===== config.mk =====
export PLATFORM = sky130hd
export DESIGN_NAME = pri_decoder
export DESIGN_NICKNAME = d
export VERILOG_FILES = /design/src/rtl/pri_decoder.sv
export SDC_FILE = /design/constraint.sdc
export NUM_CORES = 1
export LEC_CHECK = 0
export CAP_MARGIN = 20
export CORE_UTILIZATION = 53
export CTS_CLUSTER_DIAMETER = 50
export CTS_CLUSTER_SIZE = 12
export DETAILED_ROUTE_END_ITERATION = 10
export PLACE_DENSITY = 0.85
export SETUP_SLACK_MARGIN = 0.1
export SLEW_MARGIN = 40
export SYNTH_ARGS = -nofsm -noshare
export SYNTH_HDL_FRONTEND = slang
export SYNTH_SLANG_ARGS = --single-unit

===== constraint.sdc =====
create_clock -name clk -period 4.1 [get_ports clk]
set_clock_uncertainty 0.15 [all_clocks]
set_input_delay 1.23 -clock clk [delete_from_list [all_inputs] [get_ports clk]]
set_output_delay 1.23 -clock clk [all_outputs]
set_load 0.01 [all_outputs]

===== src/rtl/pri_decoder.sv =====
// pri_decoder: rebuilds a WIDTH-bit mask from a bit index, either one-hot
// (bit idx only) or thermometer (bits idx..0). Two-stage pipeline with
// valid/ready on both sides, an out-of-range flag and a decode counter.
module pri_decoder #(
   parameter int WIDTH     = 56,
   parameter int WIDTH_LOG = 6,
   parameter int CNT_W     = 32
) (
   input  logic                 clk,
   input  logic                 rst,
   input  logic                 in_valid,
   output logic                 in_ready,
   input  logic [WIDTH_LOG-1:0] in_idx,
   input  logic                 in_none,
   input  logic                 in_mode,
   output logic                 out_valid,
   input  logic                 out_ready,
   output logic [WIDTH-1:0]     out_mask,
   output logic                 out_err,
   output logic [CNT_W-1:0]     dec_count
);

   // The mask is built from 8-bit groups; the upper index bits pick a group,
   // the low three bits pick a position inside it.
   localparam int NGRP = (WIDTH + 7) / 8;
   localparam int HI_W = WIDTH_LOG - 3;

   logic                 adv;
   logic [HI_W-1:0]      hi_idx;
   logic [NGRP-1:0]      grp_next;
   logic [NGRP-1:0]      fill_next;
   logic                 err_next;

   logic                 s1_valid_reg;
   logic                 s1_mode_reg;
   logic                 s1_none_reg;
   logic                 s1_err_reg;
   logic [NGRP-1:0]      s1_grp_reg;
   logic [NGRP-1:0]      s1_fill_reg;
   logic [2:0]           s1_lo_reg;

   logic [7:0]           lo_exp;
   logic [NGRP*8-1:0]    mask_full;
   logic [WIDTH-1:0]     mask_next;

   logic                 out_valid_reg;
   logic [WIDTH-1:0]     out_mask_reg;
   logic                 out_err_reg;
   logic [CNT_W-1:0]     dec_count_reg;

   // Both stages move together whenever the output slot is free or drained.
   assign adv      = !out_valid_reg || out_ready;
   assign in_ready = adv && !rst;

   assign hi_idx   = in_idx[WIDTH_LOG-1:3];
   assign err_next = (32'(in_idx) >= WIDTH);

   // Group select and below-group fill; fill only applies in thermometer mode.
   generate
      for (genvar gi = 0; gi < NGRP; gi++) begin : g_grp
         assign grp_next[gi]  = (hi_idx == HI_W'(gi));
         assign fill_next[gi] = in_mode && (HI_W'(gi) < hi_idx);
      end
   endgenerate

   // Stage 1: register the group decode, low bits and side flags.
   always_ff @(posedge clk) begin
      if (rst) begin
         s1_valid_reg <= 1'b0;
         s1_mode_reg  <= 1'b0;
         s1_none_reg  <= 1'b0;
         s1_err_reg   <= 1'b0;
         s1_grp_reg   <= '0;
         s1_fill_reg  <= '0;
         s1_lo_reg    <= '0;
      end else if (adv) begin
         s1_valid_reg <= in_valid;
         s1_mode_reg  <= in_mode;
         s1_none_reg  <= in_none;
         s1_err_reg   <= err_next;
         s1_grp_reg   <= grp_next;
         s1_fill_reg  <= fill_next;
         s1_lo_reg    <= in_idx[2:0];
      end
   end

   // 3-to-8 expand of the low bits: single bit, or that bit and everything below.
   generate
      for (genvar gi = 0; gi < 8; gi++) begin : g_lo
         assign lo_exp[gi] = s1_mode_reg ? (3'(gi) <= s1_lo_reg)
                                         : (3'(gi) == s1_lo_reg);
      end
   endgenerate

   // Selected group gets the expanded pattern; lower groups are all-ones when filled.
   generate
      for (genvar gi = 0; gi < NGRP; gi++) begin : g_mask
         assign mask_full[gi*8 +: 8] = s1_grp_reg[gi] ? lo_exp : {8{s1_fill_reg[gi]}};
      end
   endgenerate

   assign mask_next = (s1_none_reg || s1_err_reg) ? '0 : mask_full[WIDTH-1:0];

   // Stage 2: output register; holds while the consumer stalls.
   always_ff @(posedge clk) begin
      if (rst) begin
         out_valid_reg <= 1'b0;
         out_mask_reg  <= '0;
         out_err_reg   <= 1'b0;
      end else if (adv) begin
         out_valid_reg <= s1_valid_reg;
         out_mask_reg  <= mask_next;
         out_err_reg   <= s1_err_reg && !s1_none_reg;
      end
   end

   // Count completed output handshakes, errored results included; wraps naturally.
   always_ff @(posedge clk) begin
      if (rst) begin
         dec_count_reg <= '0;
      end else if (out_valid_reg && out_ready) begin
         dec_count_reg <= dec_count_reg + 1'b1;
      end
   end

   assign out_valid = out_valid_reg;
   assign out_mask  = out_mask_reg;
   assign out_err   = out_err_reg;
   assign dec_count = dec_count_reg;

endmodule


* Word level (Yosys, flattened, before mapping)
Cells that the tools add are included.
Cells by class: add/subtract/negate cells 1, $lt $le $gt $ge 16, eq/ne operators 13, mux-type cells 16, reductions and logical operators 17
Operator list (number):
- $mux W56 | 1
- $mux W8 | 7
- $add A32 B1 Y32 const B | 1
- $eq A3 B3 Y1 const A | 4
- $le A3 B3 Y1 const A | 4
- $logic_and A1 B1 Y1 | 10
- $eq A3 B3 Y1 const B | 3
- $lt A3 B3 Y1 const A | 3
- $mux W1 | 8
- $eq A2 B3 Y1 const A | 2
- $eq A3 B2 Y1 const B | 2
- $ge A6 B6 Y1 const B | 1
- $le A1 B3 Y1 const A | 2
- $le A2 B3 Y1 const A | 2
- $logic_not A3 Y1 | 2
- $lt A1 B3 Y1 const A | 2
- $lt A2 B3 Y1 const A | 2
- $eq A1 B3 Y1 const A | 1
- $eq A3 B1 Y1 const B | 1
- $logic_not A1 Y1 | 3
- $logic_or A1 B1 Y1 | 2
Word-level totals: bits in registers 111, input port bits 12, output and inout port bits 91, logic and storage cells 74

* Longest topological paths before layout
Gate-level depths: netlist of the first run.
depth after elaboration 4, depth in mapped cells 6, gate-level depth less buffers 4

* Least setup slack after synthesis of the first run
Ideal clock, no wire load.
path kind input -> output, start in out_ready, end out in_ready, data arrival time 2.063 ns, data required time 2.720 ns, path slack 0.657 ns, stages 4, path buffers 2, cells stage by stage nor2b_1 -> clkbuf_1 -> clkbuf_1 -> nor2_1
On the way: word-level cells in the longest chain between the ends 2
RTL lines:
- from (decl) | RTL line 17 | input logic out_ready,
- $logic_or A1 B1 Y1 | RTL line 52 | assign adv = !out_valid_reg || out_ready;
- $logic_and A1 B1 Y1 | RTL line 53 | assign in_ready = adv && !rst;
- to (decl) | RTL line 12 | output logic in_ready,
No other way between the ends.

* Worst setup path after layout of the first run
Same ends and word-level chain as after synthesis.

==> results of run 1 <==
-- logic make-up after synthesis --
| kind of cell | after synthesis | synth area share |
|---|---|---|
| AOI/OAI and AO/OA | 138 | 0.2243 |
| xor gates and xnor gates | 9 | 0.01784 |
| adders and majority gates | 1 | 0.002832 |
| buffers and inverters | 44 | 0.04418 |
| DFF | 111 | 0.5030 |
| muxes | 2 | 0.004814 |
| and+or+nand+nor | 185 | 0.2031 |
-- cell usage in the layout, fill, tap and decap left out, types with 3 or more instances in the layout --
cell             synthesis  layout
nand2_1                 91      91
inv_6                    0       3
o31ai_1                 17      17
a21oi_1                 44      42
xor2_1                   9       9
nand3_1                 18      18
or4_1                   17      17
and4_1                   4       4
or3_1                    4       4
nor4_1                   3       3
a22o_1                  56      56
inv_1                    6       6
buf_4                    0       8
nand4_1                 10      10
clkbuf_8                 0       9
dfxtp_1                111     111
nor3_1                   3       3
o21a_1                   7       7
clkdlybuf4s50_1          0     101
nor2_1                  23      22
o21ai_0                  4       4
-- layout make-up --
cell class                 count  share of cell area
sequential                   111              0.3864
multi-input combinational    335              0.3516
timing repair buffer         112              0.1945
tap                          102             0.02219
clock buffer                   9             0.02154
clock inverter                 7             0.01980
inverter                       6            0.003916
-- per-layer routing --
| metal | GRT usage | wire length (um) |
|---|---|---|
| met5 | 0 | 0 |
| met2 | 0.4265 | 5298 |
| met3 | 0.04959 | 735 |
| met4 | 0.09359 | 163 |
| met1 | 0.3354 | 4796 |
-- path summary, 6_finish.rpt --
| kind | start | endpoint | slack, ns |
|---|---|---|---|
| hold reg to reg | s1_fill_reg[2] | s1_fill_reg[2] | 0.31 |
| setup / recovery | out_ready | in_ready | 0.33 |
| setup reg to reg | dec_count[14] | dec_count[31] | 1.69 |
| hold / removal | s1_fill_reg[2] | s1_fill_reg[2] | 0.31 |
-- per-stage QoR --
stage	power, mW	utilization	instances
floorplan	1.241	-	490
global placement	1.320	0.6921	664
detailed placement	1.329	0.6980	666
CTS	2.062	0.7281	682
global route	2.122	0.7291	682
finish	2.058	0.7291	682
-- report_power, final --
part	switching, mW	internal (mW)	total, mW
sequential	0.0275	1.11	1.14
combinational	0.0866	0.0825	0.169
clock	0.391	0.360	0.752
total	0.506	1.55	2.06
-- worst min-delay path: cells and delay by family, from the launching register on --
| kind | cells | cell delay, ns |
|---|---|---|
| AOI/OAI and AO/OA | 1 | 0.05 |
| DFF | 1 | 0.33 |
| and+or+nand+nor | 1 | 0.05 |
-- synth_stat cells, types with 3 or more instances --
cell,n
a21oi_1,44
a22o_1,56
and4_1,4
buf_6,3
clkbuf_1,30
dfxtp_1,111
inv_1,6
nand2_1,91
nand3_1,18
nand4_1,10
nor2_1,23
nor3_1,3
nor4_1,3
o21a_1,7
o21ai_0,4
o31ai_1,17
or3_1,4
or4_1,17
xor2_1,9
==> impl_metrics.json, run 1 <==
{
  "outcome": "complete, no violations",
  "h-tree-depth": 3,
  "hpwl_mm": 7.411,
  "maxCapViolCount": 0,
  "syn2layout_area_growth_pct": 30.16,
  "avgSynthCellArea_um2": 9.016,
  "syn_area_um2": 4418,
  "yosys_warnings": 0,
  "max_freq_ghz": 0.2649,
  "place_congestion": 0.7967,
  "synthDistinctLibCells": 44,
  "initial_utilization": 0.5601,
  "period_share": 0.9207,
  "whs_path_depth": 2,
  "slew_violations": 0,
  "required_ns": 2.72,
  "clk_pin_slew_ns": 0.10,
  "whs_ns": 0.3111,
  "overflow": 0,
  "rsz0062_at_grt": "no",
  "via_count": 4067,
  "cts_root_buf": "clkbuf_8",
  "period_needed_ns": 3.775,
  "setup_violations": 0,
  "diodes": 0,
  "slew_headroom": 0.4346,
  "startpoint_type": "input port",
  "dieArea_um2": 8705,
  "path_cells": "clkdlybuf4s50_1, nor2b_2, nor2_1, clkdlybuf4s50_1",
  "avgViaCountPerCell": 5.963,
  "crit_buf_inv": 2,
  "postSynthCellCount": 490,
  "crit_arrival_ns": 2.39,
  "hold_class": "reg -> reg",
  "path_depth": 4,
  "setup_tns_ns": 0,
  "worstMarginPinSlew_ns": 0.8444,
  "placed_area_um2": 5505,
  "largest_reg_flops": 56,
  "synth-edff-count": 0,
  "ant_nets": 0,
  "wirelength_mm": 10.99,
  "ios": 103,
  "cts_sinks": 111,
  "cp_slowest_cell": "clkdlybuf4s50_1",
  "path_common_cell": "clkdlybuf4s50_1",
  "synth_ff_type": "dfxtp_1",
  "finalWorstSetupSlack_ns": 0.3252,
  "seqCellArea_um2": 2222,
  "layout-drive-gt1-share": 0.06379,
  "cp-end-kind": "primary output",
  "finalHoldViolations": 0,
  "die_y_um": 93.30,
  "cts_tree": "yes",
  "grt_use_total": 0.2581,
  "fillCellCount": 600,
  "nNetsFinal": 588,
  "portBuffers": 102,
  "multi_input_area_um2": 2022,
  "synth_top_area_share": 0.5030,
  "yosysSeqAreaShare": 0.5030,
  "synth_top_area_cell": "dfxtp_1",
  "slowest_delay_ns": 0.54,
  "ctsHoldBuffers": 0,
  "grt_max_degree": 58,
  "numCtsBuffers": 9,
  "ys_ff_latch": 111,
  "synth_nets": 503,
  "insertion_delay_ns": 0.37,
  "grt_pass1_wl_mm": 17.92,
  "antenna_found_initial": 0,
  "critical-path-top-delay-family": "buffers and inverters",
  "cp_max_fo": 2,
  "grt_pass1_vias": 3658,
  "cts_buffer_depth": 2,
  "cts_setup_buffers": 0,
  "die_width_um": 93.30,
  "wl_per_cell_um": 16.12,
  "drt_first_pass_iters": 5,
  "pre_cts_ws_ns": 0.3206,
  "drc_errors": 0,
  "core-area_um2": 7888,
  "critical_path_class": "in -> out",
  "rows": 32,
  "p_leak_nw": 1.968,
  "worstRegToRegCells": 4,
  "design_area_um2": 5751,
  "peakVddDrop_mv": 0.2241,
  "first_iter_violations": 280,
  "cts_resized": 0,
  "yosys-top-cells-area": "dfxtp_1 50%, a22o_1 11%, nand2_1 7.7%",
  "cellPowerDensity_nw_per_um2": 357.9,
  "async_flop_share": 0
}
(Power assumes the default switching activity.)
==> inputs of run 2 (changes only) <==
CORE_UTILIZATION = 60   (was 53)
DONT_BUFFER_PORTS = 1   (was not set)
PLACE_DENSITY = 0.77   (was 0.85)
clock period = 3.6 ns   (was 4.1 ns; I/O delays follow)
==> run 2 against run 1 <==
Clock power up 3.2%. Critical path depth did not move. Sequential share of layout area rose by 9.3 points. Combinational power is 44% lower. Power is 5.9% higher. Via count decreased by 13%. Routed wire length shrank 13%. Global-route usage rose by 0.25 points. Count of clock-buffer cells in the layout unchanged. Hold slack lost 0.0068 ns. Die area fell by 11%. Critical path type is now in -> reg. Largest cell class unchanged. Highest routed layer unchanged.
==> impl_metrics.json, run 2 (synthesized netlist as in run 1, its figures left out) <==
{
  "outcome": "complete, no violations",
  "power_mw": 2.180,
  "cts_tree": "yes",
  "path_cells": "and4_1, nand3_1, or4_2, a21oi_1",
  "p_leak_nw": 1.565,
  "setup_tns_ns": 0,
  "cp-end-kind": "flop",
  "cts_sinks": 111,
  "peakVddDrop_mv": 0.2432,
  "design_area_um2": 4637,
  "placed_area_um2": 4423,
  "hold_class": "reg -> reg",
  "wirelength_mm": 9.612,
  "ctsHoldBuffers": 0,
  "worstMarginPinSlew_ns": 0.8366,
  "diodes": 0,
  "crit_arrival_ns": 2.88,
  "setup_violations": 0,
  "cts_root_buf": "clkbuf_8",
  "die_y_um": 87.81,
  "grt_max_degree": 59,
  "core-area_um2": 6944,
  "critical_path_class": "in -> reg",
  "grt_pass1_vias": 3206,
  "dieArea_um2": 7711,
  "critical-path-top-delay-family": "simple AND/OR/NAND/NOR gates",
  "period_needed_ns": 2.731,
  "worstRegToRegCells": 4,
  "insertion_delay_ns": 0.37,
  "slowest_delay_ns": 0.78,
  "cp_slowest_cell": "or4_2",
  "cp_max_fo": 18,
  "largest_reg_flops": 56,
  "startpoint_type": "input port",
  "path_depth": 4,
  "numCtsBuffers": 9,
  "rows": 30,
  "cellPowerDensity_nw_per_um2": 470.0,
  "antenna_found_initial": 0,
  "drc_errors": 0,
  "cts_setup_buffers": 0,
  "grt_pass1_wl_mm": 15.50,
  "period_share": 0.7585,
  "slew_violations": 0,
  "finalHoldViolations": 0,
  "cts_buffer_depth": 2,
  "hpwl_mm": 6.465,
  "cts_resized": 0,
  "whs_path_depth": 2,
  "max_freq_ghz": 0.3662,
  "dp_cells": 553,
  "overflow": 0,
  "h-tree-depth": 3,
  "drt_first_pass_iters": 4,
  "via_count": 3526,
  "required_ns": 3.75,
  "final_cell_mix": "111 x dfxtp_1, 91 x nand2_1, 56 x a22o_1",
  "syn2layout_area_growth_pct": 4.956,
  "wl_per_cell_um": 16.89,
  "first_iter_violations": 257,
  "rsz0062_at_grt": "no",
  "maxCapViolCount": 0,
  "slew_headroom": 0.4422,
  "portBuffers": 0,
  "avgViaCountPerCell": 6.197,
  "die_width_um": 87.81,
  "ant_nets": 0,
  "final_common_cell": "dfxtp_1",
  "clk_pin_slew_ns": 0.10,
  "grt_use_total": 0.2605,
  "initial_utilization": 0.6362,
  "layout-drive-gt1-share": 0.06131,
  "crit_buf_inv": 0,
  "nNetsFinal": 481,
  "ios": 103,
  "finalNonFillerCells": 569,
  "place_congestion": 0.7854
}
[run 2: layer usage]
layer  global-route usage  wire [um]  part of all wire  up-vias
met5                    0          0                 0        -
met2               0.4355       4614              0.48      103
met4               0.1192        121             0.013        0
li1                     -          -                 -     1736
met1               0.3085       4124              0.43     1676
met3              0.07729        751             0.078       11
[run 2: worst paths after layout]
path | slack [ns] | startpoint | to
hold / removal | 0.30 | s1_valid_reg | s1_valid_reg
hold reg to reg | 0.30 | s1_valid_reg | s1_valid_reg
setup reg to reg | 1.00 | out_valid | dec_count[18]
setup / recovery | 0.87 | out_ready | dec_count[18]
[run 2: area by class of cell]
class | instances | area, um2
Clock buffer | 9 | 123.9
Inverter | 6 | 22.52
Timing Repair Buffer | 5 | 47.55
Fill cell | 590 | 2307
Clock inverter | 7 | 86.33
Tap cell | 96 | 120.1
Sequential cell | 111 | 2222
Multi-Input combinational cell | 335 | 2014
[run 2: where the power goes]
group,internal (mW),leakage [nW],switching (mW)
clock network,0.338,0.104,0.438
logic,0.0399,0.559,0.0548
registers,1.26,0.902,0.0449
total,1.64,1.56,0.538
[run 2: worst reg2reg max path: stages, from the launching register on]
cell and delay [ns]:
dfxtp_1 0.52, and4_1 0.44, nand3_1 0.49, or4_2 0.79
a21oi_1 0.16
[run 2: metrics by stage]
stage,utilization,hold WS (ns),setup WS [ns]
finish,0.6677,0.3044,0.8693
global route,0.6677,0.3237,0.7111
CTS,0.6672,0.3047,0.8445
detailed placement,0.6369,0.2873,0.5040
global placement,0.6362,0.2856,0.5670
floorplan,-,0.2822,0.4567
==> inputs of run 3 (changes only) <==
CORE_UTILIZATION = 56   (was 60)
PLACE_DENSITY = 0.75   (was 0.77)
clock period = 2.3 ns   (was 3.6 ns; I/O delays follow)
==> run 3 against run 2 <==
Sequential power is 56% higher. Setup slack got worse by 0.66 ns. Sequential share of layout area decreased by 2.3 points. Power rose by 59%. Final cell count grew 5.8%. Die area increased by 7.0%. Utilization fell by 3.5 points. Count of clock-buffer cells in the layout is the same. Design area grew 4.9%. Global-route usage fell by 1.2 points. Clock power rose by 64%. Sequential cell count unchanged. Largest power group unchanged. Highest routed layer unchanged.
==> impl_metrics.json, run 3 (synthesized netlist as in run 1, its figures left out) <==
{
  "outcome": "complete, no violations",
  "rows": 32,
  "hpwl_mm": 6.841,
  "cp_max_fo": 10,
  "diodes": 0,
  "crit_arrival_ns": 2.24,
  "dieArea_um2": 8248,
  "die_y_um": 90.82,
  "cp_slowest_cell": "or4_1",
  "critical_path_class": "reg -> reg",
  "portBuffers": 0,
  "hold_class": "in -> reg",
  "fillCellCount": 674,
  "grt_util_met2": 0.4337,
  "setup_tns_ns": 0,
  "final_cell_mix": "111 x dfxtp_1, 91 x nand2_1, 56 x a22o_1",
  "finalNonFillerCells": 602,
  "ant_nets": 0,
  "grt_use_total": 0.2484,
  "cellPowerDensity_nw_per_um2": 714.1,
  "cts_tree": "yes",
  "post-route-util": 0.6330,
  "final_common_cell": "dfxtp_1",
  "grt_pass1_vias": 3305,
  "p_leak_nw": 1.718,
  "largest_reg_flops": 56,
  "initial_utilization": 0.5747,
  "first_iter_violations": 246,
  "finalHoldViolations": 0,
  "met1_usage": 0.2952,
  "grt-busiest-layer": "met2",
  "peakVddDrop_mv": 0.4023,
  "dp_cells": 586,
  "core-area_um2": 7687,
  "max_freq_ghz": 0.4780,
  "wl_per_cell_um": 16.91,
  "ios": 103,
  "cts_sinks": 111,
  "cts_buffer_depth": 2,
  "met3_usage": 0.07071,
  "path_common_cell": "or4_1",
  "path_cells": "inv_1, or4_1, or4_1, a21oi_1",
  "place_congestion": 0.8260,
  "setup_violations": 0,
  "grt_max_degree": 59,
  "insertion_delay_ns": 0.37,
  "layout-drive-gt1-share": 0.1140,
  "nNetsFinal": 508,
  "worstMarginPinSlew_ns": 0.5000,
  "syn2layout_area_growth_pct": 10.14,
  "worstHoldStart": "rst",
  "required_ns": 2.45,
  "period_share": 0.9095,
  "period_needed_ns": 2.092,
  "maxCapViolCount": 0,
  "h-tree-depth": 3,
  "critPathLaunch": "dec_count[18]",
  "numCtsBuffers": 9,
  "drt_first_pass_iters": 4,
  "die_width_um": 90.82,
  "antenna_found_initial": 0,
  "startpoint_type": "flop",
  "cp-end-kind": "flop",
  "via_count": 3620,
  "slowest_delay_ns": 0.68,
  "slew_violations": 0,
  "cts_root_buf": "clkbuf_8",
  "avgViaCountPerCell": 6.013,
  "rsz0062_at_grt": "no",
  "drc_errors": 0,
  "grt_pass1_wl_mm": 16.49,
  "r2r_start": "dec_count[18]",
  "clk_pin_slew_ns": 0.11,
  "ctsHoldBuffers": 0,
  "wirelength_mm": 10.18,
  "overflow": 0,
  "slew_headroom": 0.6667
}
## run 3: cell count changes in the layout (fill, tap and decap cells not counted), sizes merged
cell      previous run  this run
clkinvlp             1         0
buf                  5        32
clkinv               1         2
## run 3: area by class of cell
type	count	area, um2	share of cell area
Inverter	6	22.52	0.004628
Tap cell	102	127.6	0.02623
Timing Repair Buffer	32	252.7	0.05194
Clock inverter	7	97.59	0.02006
Multi-Input combinational cell	335	2019	0.4150
Sequential cell	111	2222	0.4567
Clock buffer	9	123.9	0.02546
## run 3: worst max-delay path, delay by kind of cell (launching register included)
kind,cells,cell delay [ns]
flops,1,0.47
buf+inv,1,0.06
simple gates,2,1.21
compound gates,1,0.15
## run 3: timing repair
action,4_1_cts,5_1_grt
setup endpoints to repair,1,2
gates resized for setup,1,1
hold endpoints to repair,0,0
setup buffers,0,0
## run 3: report_power, final
part	leakage [nW]	switching [mW]	internal, mW
logic	0.703	0.0900	0.0724
clock network	0.113	0.723	0.542
registers	0.902	0.0687	1.98
## run 3: per-layer routing
| metal | routed length (um) | vias to the layer above |
|---|---|---|
| li1 | - | 1789 |
| met1 | 4149 | 1717 |
| met2 | 5170 | 106 |
| met3 | 770 | 8 |
| met4 | 89 | 0 |
| met5 | 0 | - |
## run 3: stage by stage
stage / total power, mW / instance area, um2 / hold WS (ns) / worst slack (ns)
finish: 3.475 / 4866 / 0.2278 / 0.2081
global route: 3.598 / 4866 / 0.2017 / 0.1059
CTS: 3.493 / 4861 / 0.2172 / 0.1370
detailed placement: 2.255 / 4636 / 0.2924 / 0.1112
global placement: 2.247 / 4636 / 0.2869 / 0.1703
floorplan: 2.213 / 4420 / 0.2822 / 0.1272
## run 3: worst paths after layout
kind | cells past startpoint | end | slack (ns)
worst max-delay path | 4 | dec_count[21] | 0.21
worst min-delay path | 1 | dec_count[15] | 0.23
worst max register to register | 4 | dec_count[21] | 0.21
worst min register to register | 2 | s1_fill_reg[4] | 0.30
